`src/rtl/frog_button_conditioner_pkg.sv`:
```
// Shared constants and per-channel state encoding for the frogger button input stage.
// Channel indices double as bit positions in btn_level and the internal strobe vectors.
package frog_pkg;

    localparam int unsigned BTN_UP  = 0;
    localparam int unsigned BTN_DN  = 1;
    localparam int unsigned BTN_LT  = 2;
    localparam int unsigned BTN_RT  = 3;
    localparam int unsigned NUM_BTN = 4;

    // Default timing for a 100 MHz clock
    localparam int unsigned DEF_DEBOUNCE_CYCLES = 1_000_000;
    localparam int unsigned DEF_REPEAT_EN       = 1;
    localparam int unsigned DEF_REPEAT_DELAY    = 50_000_000;
    localparam int unsigned DEF_REPEAT_RATE     = 25_000_000;

    typedef enum logic [2:0] {
        CH_IDLE     = 3'd0,
        CH_FIRST    = 3'd1,
        CH_HELD_DLY = 3'd2,
        CH_HELD_RPT = 3'd3,
        CH_WAIT_REL = 3'd4
    } ch_state_e;

    function automatic int unsigned max_u(input int unsigned a, input int unsigned b);
        return (a > b) ? a : b;
    endfunction

endpackage

```
`src/rtl/frog_button_conditioner_if.sv`:
```
// Raw button pins and conditioned move strobes between the board and the game logic.
// slave is the conditioner side; master is whatever drives the pins and consumes the strobes.
interface frog_button_conditioner_if;

    logic       btn_up_raw;
    logic       btn_dn_raw;
    logic       btn_lt_raw;
    logic       btn_rt_raw;
    logic       up_n;
    logic       down_n;
    logic       left_n;
    logic       right_n;
    logic [3:0] btn_level;

    modport master (
        output btn_up_raw, btn_dn_raw, btn_lt_raw, btn_rt_raw,
        input  up_n, down_n, left_n, right_n, btn_level
    );

    modport slave (
        input  btn_up_raw, btn_dn_raw, btn_lt_raw, btn_rt_raw,
        output up_n, down_n, left_n, right_n, btn_level
    );

endinterface

```
`src/rtl/frog_button_conditioner_btn_debounce_channel.sv`:
```
// One button: two-flop synchroniser, stable-count debounce, and a press/auto-repeat FSM
// producing a one-cycle strobe request per move event.
module btn_debounce_channel
    import frog_pkg::*;
#(
    parameter int unsigned DEBOUNCE_CYCLES = DEF_DEBOUNCE_CYCLES,
    parameter int unsigned REPEAT_EN       = DEF_REPEAT_EN,
    parameter int unsigned REPEAT_DELAY    = DEF_REPEAT_DELAY,
    parameter int unsigned REPEAT_RATE     = DEF_REPEAT_RATE
) (
    input  logic clk,
    input  logic reset,
    input  logic btn_raw_n,
    output logic level,
    output logic strobe_req
);

    localparam int unsigned DB_W  = $clog2(DEBOUNCE_CYCLES);
    localparam int unsigned RPT_W = $clog2(max_u(REPEAT_DELAY, REPEAT_RATE) + 1);

    localparam logic [DB_W-1:0]  DB_LAST   = DB_W'(DEBOUNCE_CYCLES - 1);
    localparam logic [RPT_W-1:0] DLY_LAST  = RPT_W'(REPEAT_DELAY - 1);
    localparam logic [RPT_W-1:0] RATE_LAST = RPT_W'(REPEAT_RATE - 1);

    logic            sync1_q, sync1_d;
    logic            sync2_q, sync2_d;
    logic            level_q, level_d;
    logic [DB_W-1:0] db_cnt_q, db_cnt_d;
    logic            pressed_sync;

    ch_state_e        state_q;
    logic [RPT_W-1:0] rpt_cnt_q;
    logic             strobe_q;

    always_comb begin
        sync1_d      = btn_raw_n;
        sync2_d      = sync1_q;
        pressed_sync = ~sync2_q;
        level_d      = level_q;
        db_cnt_d     = '0;
        // Any cycle agreeing with the accepted level restarts the stability count
        if (pressed_sync != level_q) begin
            if (db_cnt_q == DB_LAST) begin
                level_d = pressed_sync;
            end else begin
                db_cnt_d = db_cnt_q + DB_W'(1);
            end
        end
    end

    always_ff @(posedge clk) begin
        if (reset) begin
            sync1_q  <= 1'b1;
            sync2_q  <= 1'b1;
            level_q  <= 1'b0;
            db_cnt_q <= '0;
        end else begin
            sync1_q  <= sync1_d;
            sync2_q  <= sync2_d;
            level_q  <= level_d;
            db_cnt_q <= db_cnt_d;
        end
    end

    // rpt_cnt_q counts edges since the last strobe; release overrides any pending strobe
    always_ff @(posedge clk) begin
        if (reset) begin
            state_q   <= CH_IDLE;
            rpt_cnt_q <= '0;
            strobe_q  <= 1'b0;
        end else begin
            strobe_q  <= 1'b0;
            rpt_cnt_q <= (rpt_cnt_q == '1) ? rpt_cnt_q : rpt_cnt_q + RPT_W'(1);
            if (!level_q) begin
                state_q   <= CH_IDLE;
                rpt_cnt_q <= '0;
            end else begin
                case (state_q)
                    CH_IDLE: begin
                        state_q   <= CH_FIRST;
                        strobe_q  <= 1'b1;
                        rpt_cnt_q <= '0;
                    end
                    CH_FIRST: begin
                        state_q <= (REPEAT_EN != 0) ? CH_HELD_DLY : CH_WAIT_REL;
                    end
                    CH_HELD_DLY: begin
                        if (rpt_cnt_q == DLY_LAST) begin
                            state_q   <= CH_HELD_RPT;
                            strobe_q  <= 1'b1;
                            rpt_cnt_q <= '0;
                        end
                    end
                    CH_HELD_RPT: begin
                        if (rpt_cnt_q == RATE_LAST) begin
                            strobe_q  <= 1'b1;
                            rpt_cnt_q <= '0;
                        end
                    end
                    CH_WAIT_REL: begin
                        state_q <= CH_WAIT_REL;
                    end
                    default: begin
                        state_q <= CH_IDLE;
                    end
                endcase
            end
        end
    end

    assign level      = level_q;
    assign strobe_req = strobe_q;

endmodule

```
`src/rtl/frog_button_conditioner.sv`:
```
// Four debounced direction channels feeding registered active-low move strobes.
// Simultaneous opposing requests (up/down, left/right) cancel each other for that cycle.
module frog_button_conditioner
    import frog_pkg::*;
#(
    parameter int unsigned DEBOUNCE_CYCLES = DEF_DEBOUNCE_CYCLES,
    parameter int unsigned REPEAT_EN       = DEF_REPEAT_EN,
    parameter int unsigned REPEAT_DELAY    = DEF_REPEAT_DELAY,
    parameter int unsigned REPEAT_RATE     = DEF_REPEAT_RATE
) (
    input  logic                      clk,
    input  logic                      reset,
    frog_button_conditioner_if.slave  btn_if
);

    logic [NUM_BTN-1:0] raw_n;
    logic [NUM_BTN-1:0] level;
    logic [NUM_BTN-1:0] req;
    logic [NUM_BTN-1:0] strobe_n_q, strobe_n_d;
    logic [NUM_BTN-1:0] btn_level_q, btn_level_d;

    assign raw_n[BTN_UP] = btn_if.btn_up_raw;
    assign raw_n[BTN_DN] = btn_if.btn_dn_raw;
    assign raw_n[BTN_LT] = btn_if.btn_lt_raw;
    assign raw_n[BTN_RT] = btn_if.btn_rt_raw;

    for (genvar g = 0; g < NUM_BTN; g++) begin : g_ch
        btn_debounce_channel #(
            .DEBOUNCE_CYCLES (DEBOUNCE_CYCLES),
            .REPEAT_EN       (REPEAT_EN),
            .REPEAT_DELAY    (REPEAT_DELAY),
            .REPEAT_RATE     (REPEAT_RATE)
        ) u_ch (
            .clk        (clk),
            .reset      (reset),
            .btn_raw_n  (raw_n[g]),
            .level      (level[g]),
            .strobe_req (req[g])
        );
    end

    // Cancelled strobes are simply lost; the channel FSMs keep their own schedule
    always_comb begin
        strobe_n_d         = '1;
        strobe_n_d[BTN_UP] = ~(req[BTN_UP] & ~req[BTN_DN]);
        strobe_n_d[BTN_DN] = ~(req[BTN_DN] & ~req[BTN_UP]);
        strobe_n_d[BTN_LT] = ~(req[BTN_LT] & ~req[BTN_RT]);
        strobe_n_d[BTN_RT] = ~(req[BTN_RT] & ~req[BTN_LT]);
        btn_level_d        = level;
    end

    always_ff @(posedge clk) begin
        if (reset) begin
            strobe_n_q  <= '1;
            btn_level_q <= '0;
        end else begin
            strobe_n_q  <= strobe_n_d;
            btn_level_q <= btn_level_d;
        end
    end

    assign btn_if.up_n      = strobe_n_q[BTN_UP];
    assign btn_if.down_n    = strobe_n_q[BTN_DN];
    assign btn_if.left_n    = strobe_n_q[BTN_LT];
    assign btn_if.right_n   = strobe_n_q[BTN_RT];
    assign btn_if.btn_level = btn_level_q;

endmodule

```
`src/flat_wrapper.sv`:
```
// flat-port wrapper written by rule: the top's interface ports become plain ports
module frog_button_conditioner_flat import frog_pkg::*;
#(
    parameter int unsigned DEBOUNCE_CYCLES = DEF_DEBOUNCE_CYCLES,
    parameter int unsigned REPEAT_EN       = DEF_REPEAT_EN,
    parameter int unsigned REPEAT_DELAY    = DEF_REPEAT_DELAY,
    parameter int unsigned REPEAT_RATE     = DEF_REPEAT_RATE
)
  (clk, reset, btn_if_btn_up_raw, btn_if_btn_dn_raw, btn_if_btn_lt_raw, btn_if_btn_rt_raw, btn_if_up_n, btn_if_down_n, btn_if_left_n, btn_if_right_n, btn_if_btn_level);
  frog_button_conditioner_if btn_if_i ();
  input  logic clk;
  input  logic reset;
  input wire logic [$bits(btn_if_i.btn_up_raw)-1:0] btn_if_btn_up_raw;
  input wire logic [$bits(btn_if_i.btn_dn_raw)-1:0] btn_if_btn_dn_raw;
  input wire logic [$bits(btn_if_i.btn_lt_raw)-1:0] btn_if_btn_lt_raw;
  input wire logic [$bits(btn_if_i.btn_rt_raw)-1:0] btn_if_btn_rt_raw;
  output wire logic [$bits(btn_if_i.up_n)-1:0] btn_if_up_n;
  output wire logic [$bits(btn_if_i.down_n)-1:0] btn_if_down_n;
  output wire logic [$bits(btn_if_i.left_n)-1:0] btn_if_left_n;
  output wire logic [$bits(btn_if_i.right_n)-1:0] btn_if_right_n;
  output wire logic [$bits(btn_if_i.btn_level)-1:0] btn_if_btn_level;
  assign btn_if_i.btn_up_raw = btn_if_btn_up_raw;
  assign btn_if_i.btn_dn_raw = btn_if_btn_dn_raw;
  assign btn_if_i.btn_lt_raw = btn_if_btn_lt_raw;
  assign btn_if_i.btn_rt_raw = btn_if_btn_rt_raw;
  assign btn_if_up_n = btn_if_i.up_n;
  assign btn_if_down_n = btn_if_i.down_n;
  assign btn_if_left_n = btn_if_i.left_n;
  assign btn_if_right_n = btn_if_i.right_n;
  assign btn_if_btn_level = btn_if_i.btn_level;
  frog_button_conditioner #(.DEBOUNCE_CYCLES(DEBOUNCE_CYCLES), .REPEAT_EN(REPEAT_EN), .REPEAT_DELAY(REPEAT_DELAY), .REPEAT_RATE(REPEAT_RATE)) u_core (.clk(clk), .reset(reset), .btn_if(btn_if_i));
endmodule
```
`config.mk`:
```
export PLATFORM = sky130hd
export DESIGN_NAME = frog_button_conditioner_flat
export DESIGN_NICKNAME = d
export VERILOG_FILES = /design/src/rtl/frog_button_conditioner_pkg.sv /design/src/rtl/frog_button_conditioner_if.sv /design/src/rtl/frog_button_conditioner_btn_debounce_channel.sv /design/src/rtl/frog_button_conditioner.sv /design/src/flat_wrapper.sv
export SDC_FILE = /design/constraint.sdc
export NUM_CORES = 1
export LEC_CHECK = 0
export ABC_AREA = 1
export BUFFER_PORTS_ARGS = -buffer_cell sky130_fd_sc_hd__buf_2
export CORE_UTILIZATION = 25
export DETAILED_ROUTE_END_ITERATION = 7
export GPL_TIMING_DRIVEN = 0
export SETUP_SLACK_MARGIN = 0.5
export SYNTH_ARGS = -nofsm -noshare
export SYNTH_HDL_FRONTEND = slang
export SYNTH_SLANG_ARGS = --single-unit
```
`constraint.sdc`:
```
create_clock -name clk -period 5.16 [get_ports clk]
set_input_delay 0.258 -clock clk [delete_from_list [all_inputs] [get_ports clk]]
set_output_delay 0.258 -clock clk [all_outputs]
set_load 0.005 [all_outputs]
```
==> out/metrics.cfg <==
[synthesis]
synthArstFlopShare_pct=0
synth-edff-count=0
ys_types=42
yosysTopAreaCellShare_pct=36.6
synthesis.nets=1897
yosysTopAreaCell=dfxtp_1
yosysSeqAreaShare_pct=36.6
syn-cell-area_mm2=0.0120
yosys-top-cells-area=dfxtp_1, nor2_1, nand2_1, inv_1, nand3_1
ys.flop_type=dfxtp_1
syn_inst=1883
syn_area_per_cell_um2=6.39
yosys_warnings=0
synth_seq_cells=220

[placement]
hpwlAfterDp_mm=22.4
gp_congestion=0.924
port_buffers=13

[layout]
nFillCells=5272
num_antenna_cells=0
syn2layout_area_growth_pct=14.7
regArea_mm2=0.00440
final_nets=1941
multi_input_area_mm2=0.00656
drive_gt1_share_pct=7.66
fin_util_pct=29.0

[pwr]
clockPowerShare_pct=52.8
swShare_pct=21.2
combPwrFrac_pct=0.6
peakVddDrop_v=0.000230
seqPwrFrac_pct=46.6
intPower_mw=2.88
power.switching_uw=777
powerDensity_mw_per_mm2=265
p_leak_nw=5.03

[floorplanning]
die_w_um=221
core_mm2=0.0476
start_util_pct=25.3
dieArea_mm2=0.0490
die_h_um=221
num_io_pins=14
rows=80

[critical_path]
path_max_fanout=5
cp_data_required_time_ps=5660
path_class=reg2reg
startpoint_type=register
end_kind=register
worstPathArrival_ps=2660

[cts]
clock_path_buffers=3
cts-root-buf=clkbuf_16
htree_levels=1
clk_latency_ps=550
cts_buffers=25
cts_post_setup_buffers_inserted=0
cts_sinks=220
clkTransAtPathRegs_ps=60
cts_tree=done

[timing]
skew_ps=25.7
rsz0062_at_grt=false
final-setup-viol-count=0
hold_violations=0
slew_viol_final=0
finalCriticalPeriod_ps=2170
max_freq_mhz=462
fin_tns_setup_ps=0
relSlewSlack_pct=43.0
tightest_slew_ps=851
period_share_pct=42.0

[outcome]
outcome=finished clean

[route]
antenna_left=0
vias=11500
drc=0
drt_iter0_drc=763
drt-total-wl_mm=29.8
via_per_inst=4.50
first_pass_iters=5
routedWlPerCell_um=11.7

[grt]
grtUsageTotal_pct=12.2
grt_pass1_wl_mm=51.2
grt_start_max_net_pins=15
grt_pass1_vias=11000
overflow=0
antenna_found_initial=0

[hold_path]
hold_path_class=in2reg

[run]
drv_cap=0

-- state kept, by name, indices dropped and copies added, names as in the netlist --
register,cells
u_core.g_ch.u_ch.rpt_cnt_q,104
u_core.g_ch.u_ch.db_cnt_q,80
u_core.g_ch.u_ch.state_q,12
u_core.btn_if.btn_level,4
u_core.g_ch.u_ch.level,4
u_core.g_ch.u_ch.strobe_req,4
u_core.g_ch.u_ch.sync1_q,4
u_core.g_ch.u_ch.sync2_q,4
u_core.strobe_n_q,4
-- cell usage in the layout, fill, tap and decap left out, types with 10 or more instances in the layout --
cell and count:
buf_2 23, clkbuf_1 10, or2_2 17, inv_1 245, o21ai_0 33, nor2_2 13, nand2_2 16, nand3_1 165
clkbuf_16 25, nor2_1 433, dfxtp_1 220, xor2_1 35, a21oi_1 62, nand4_1 45, nand2_1 415, xnor2_1 16
nor3_1 65
-- power by group through the flow --
stage | combinational (mW) | clock [mW] | sequential [mW]
6_report | 0.0212 | 1.93 | 1.70
3_5_place_dp | 0.0191 | 0 | 1.74
4_1_cts | 0.0215 | 2.00 | 1.70
2_1_floorplan | 0.0116 | 0 | 1.74
3_3_place_gp | 0.0189 | 0 | 1.74
5_1_grt | 0.0240 | 2.07 | 1.70
-- what timing repair did --
action / 4_1_cts / 5_1_grt
gates resized for setup: 0 / 0
hold endpoints to repair: 4 / 0
hold buffers: 4 / 0
endpoints found under the setup margin: 0 / 0
-- cell usage after synthesis (2+ instances only) --
master / n
nor2_1: 433
nand2_1: 415
inv_1: 245
dfxtp_1: 220
nand3_1: 165
nor3_1: 65
a21oi_1: 62
nand4_1: 45
xor2_1: 35
o21ai_0: 33
or2_2: 17
nand2_2: 16
xnor2_1: 16
nor2_2: 13
buf_2: 10
a31oi_1: 8
ha_1: 8
nand3_2: 8
nand3b_1: 7
nor2_4: 7
nor4_1: 7
buf_6: 5
clkbuf_1: 5
nor3b_1: 5
o31ai_1: 5
inv_2: 4
nand2_4: 4
nand3_4: 3
buf_4: 2
nor3_4: 2
o2111ai_1: 2
-- through the flow --
stage	area (um^2)	power, mW	hold WS (ps)	worst slack (ps)	std cells
floorplan	12000	1.75	362	3510	1883
global placement	12900	1.76	396	3090	2511
detailed placement	12900	1.76	399	3010	2511
CTS	13800	3.72	140	3020	2561
global route	13800	3.80	180	2810	2561
finish	13800	3.66	166	2990	2561
-- area by class of cell --
| class | instances | share of cell area, % |
|---|---|---|
| sequential | 220 | 31.9 |
| timing repair buffer | 17 | 0.761 |
| multi-input combinational | 1392 | 47.5 |
| buffer | 22 | 1.02 |
| clock inverter | 15 | 1.69 |
| inverter | 249 | 6.77 |
| clock buffer | 31 | 4.77 |
| tap | 615 | 5.57 |
-- metal layers --
metal  share of wire (%)  GRT usage, %  up-vias
met1                  47          15.6     5208
met2                  47          21.3      220
met3                 3.7          1.20       45
met5                   0             0        -
met4                 2.3          4.03        0
li1                    -             -     6051
-- cell families after synthesis --
kind of cell,synth area share [%]
simple gates,44.7
buf+inv,8.93
fa+ha+maj,0.832
xor+xnor,3.71
compound gates,5.20
flops,36.6
-- critical path, cell delays in order, from the launching register on --
cell and delay (ps):
dfxtp_1 370, ha_1 250, nand3_1 100, nor2_1 300, nand2_1 210, nor2_4 170, nand4_1 340, nand2_1 170
nand3_1 90, nor2_1 110
-- worst paths after layout --
| check | from | endpoint | slack (ps) | cells after the start |
|---|---|---|---|---|
| max | u_core.g_ch[3].u_ch.rpt_cnt_q[0] | u_core.g_ch[3].u_ch.rpt_cnt_q[10] | 2990 | 9 |
| min | reset | u_core.g_ch[2].u_ch.rpt_cnt_q[12] | 170 | 4 |
| max reg2reg | u_core.g_ch[3].u_ch.rpt_cnt_q[0] | u_core.g_ch[3].u_ch.rpt_cnt_q[10] | 2990 | 9 |
| min reg2reg | u_core.g_ch[0].u_ch.sync1_q | u_core.g_ch[0].u_ch.sync2_q | 410 | 1 |
Note: power is estimated with default switching activity, not from simulation.
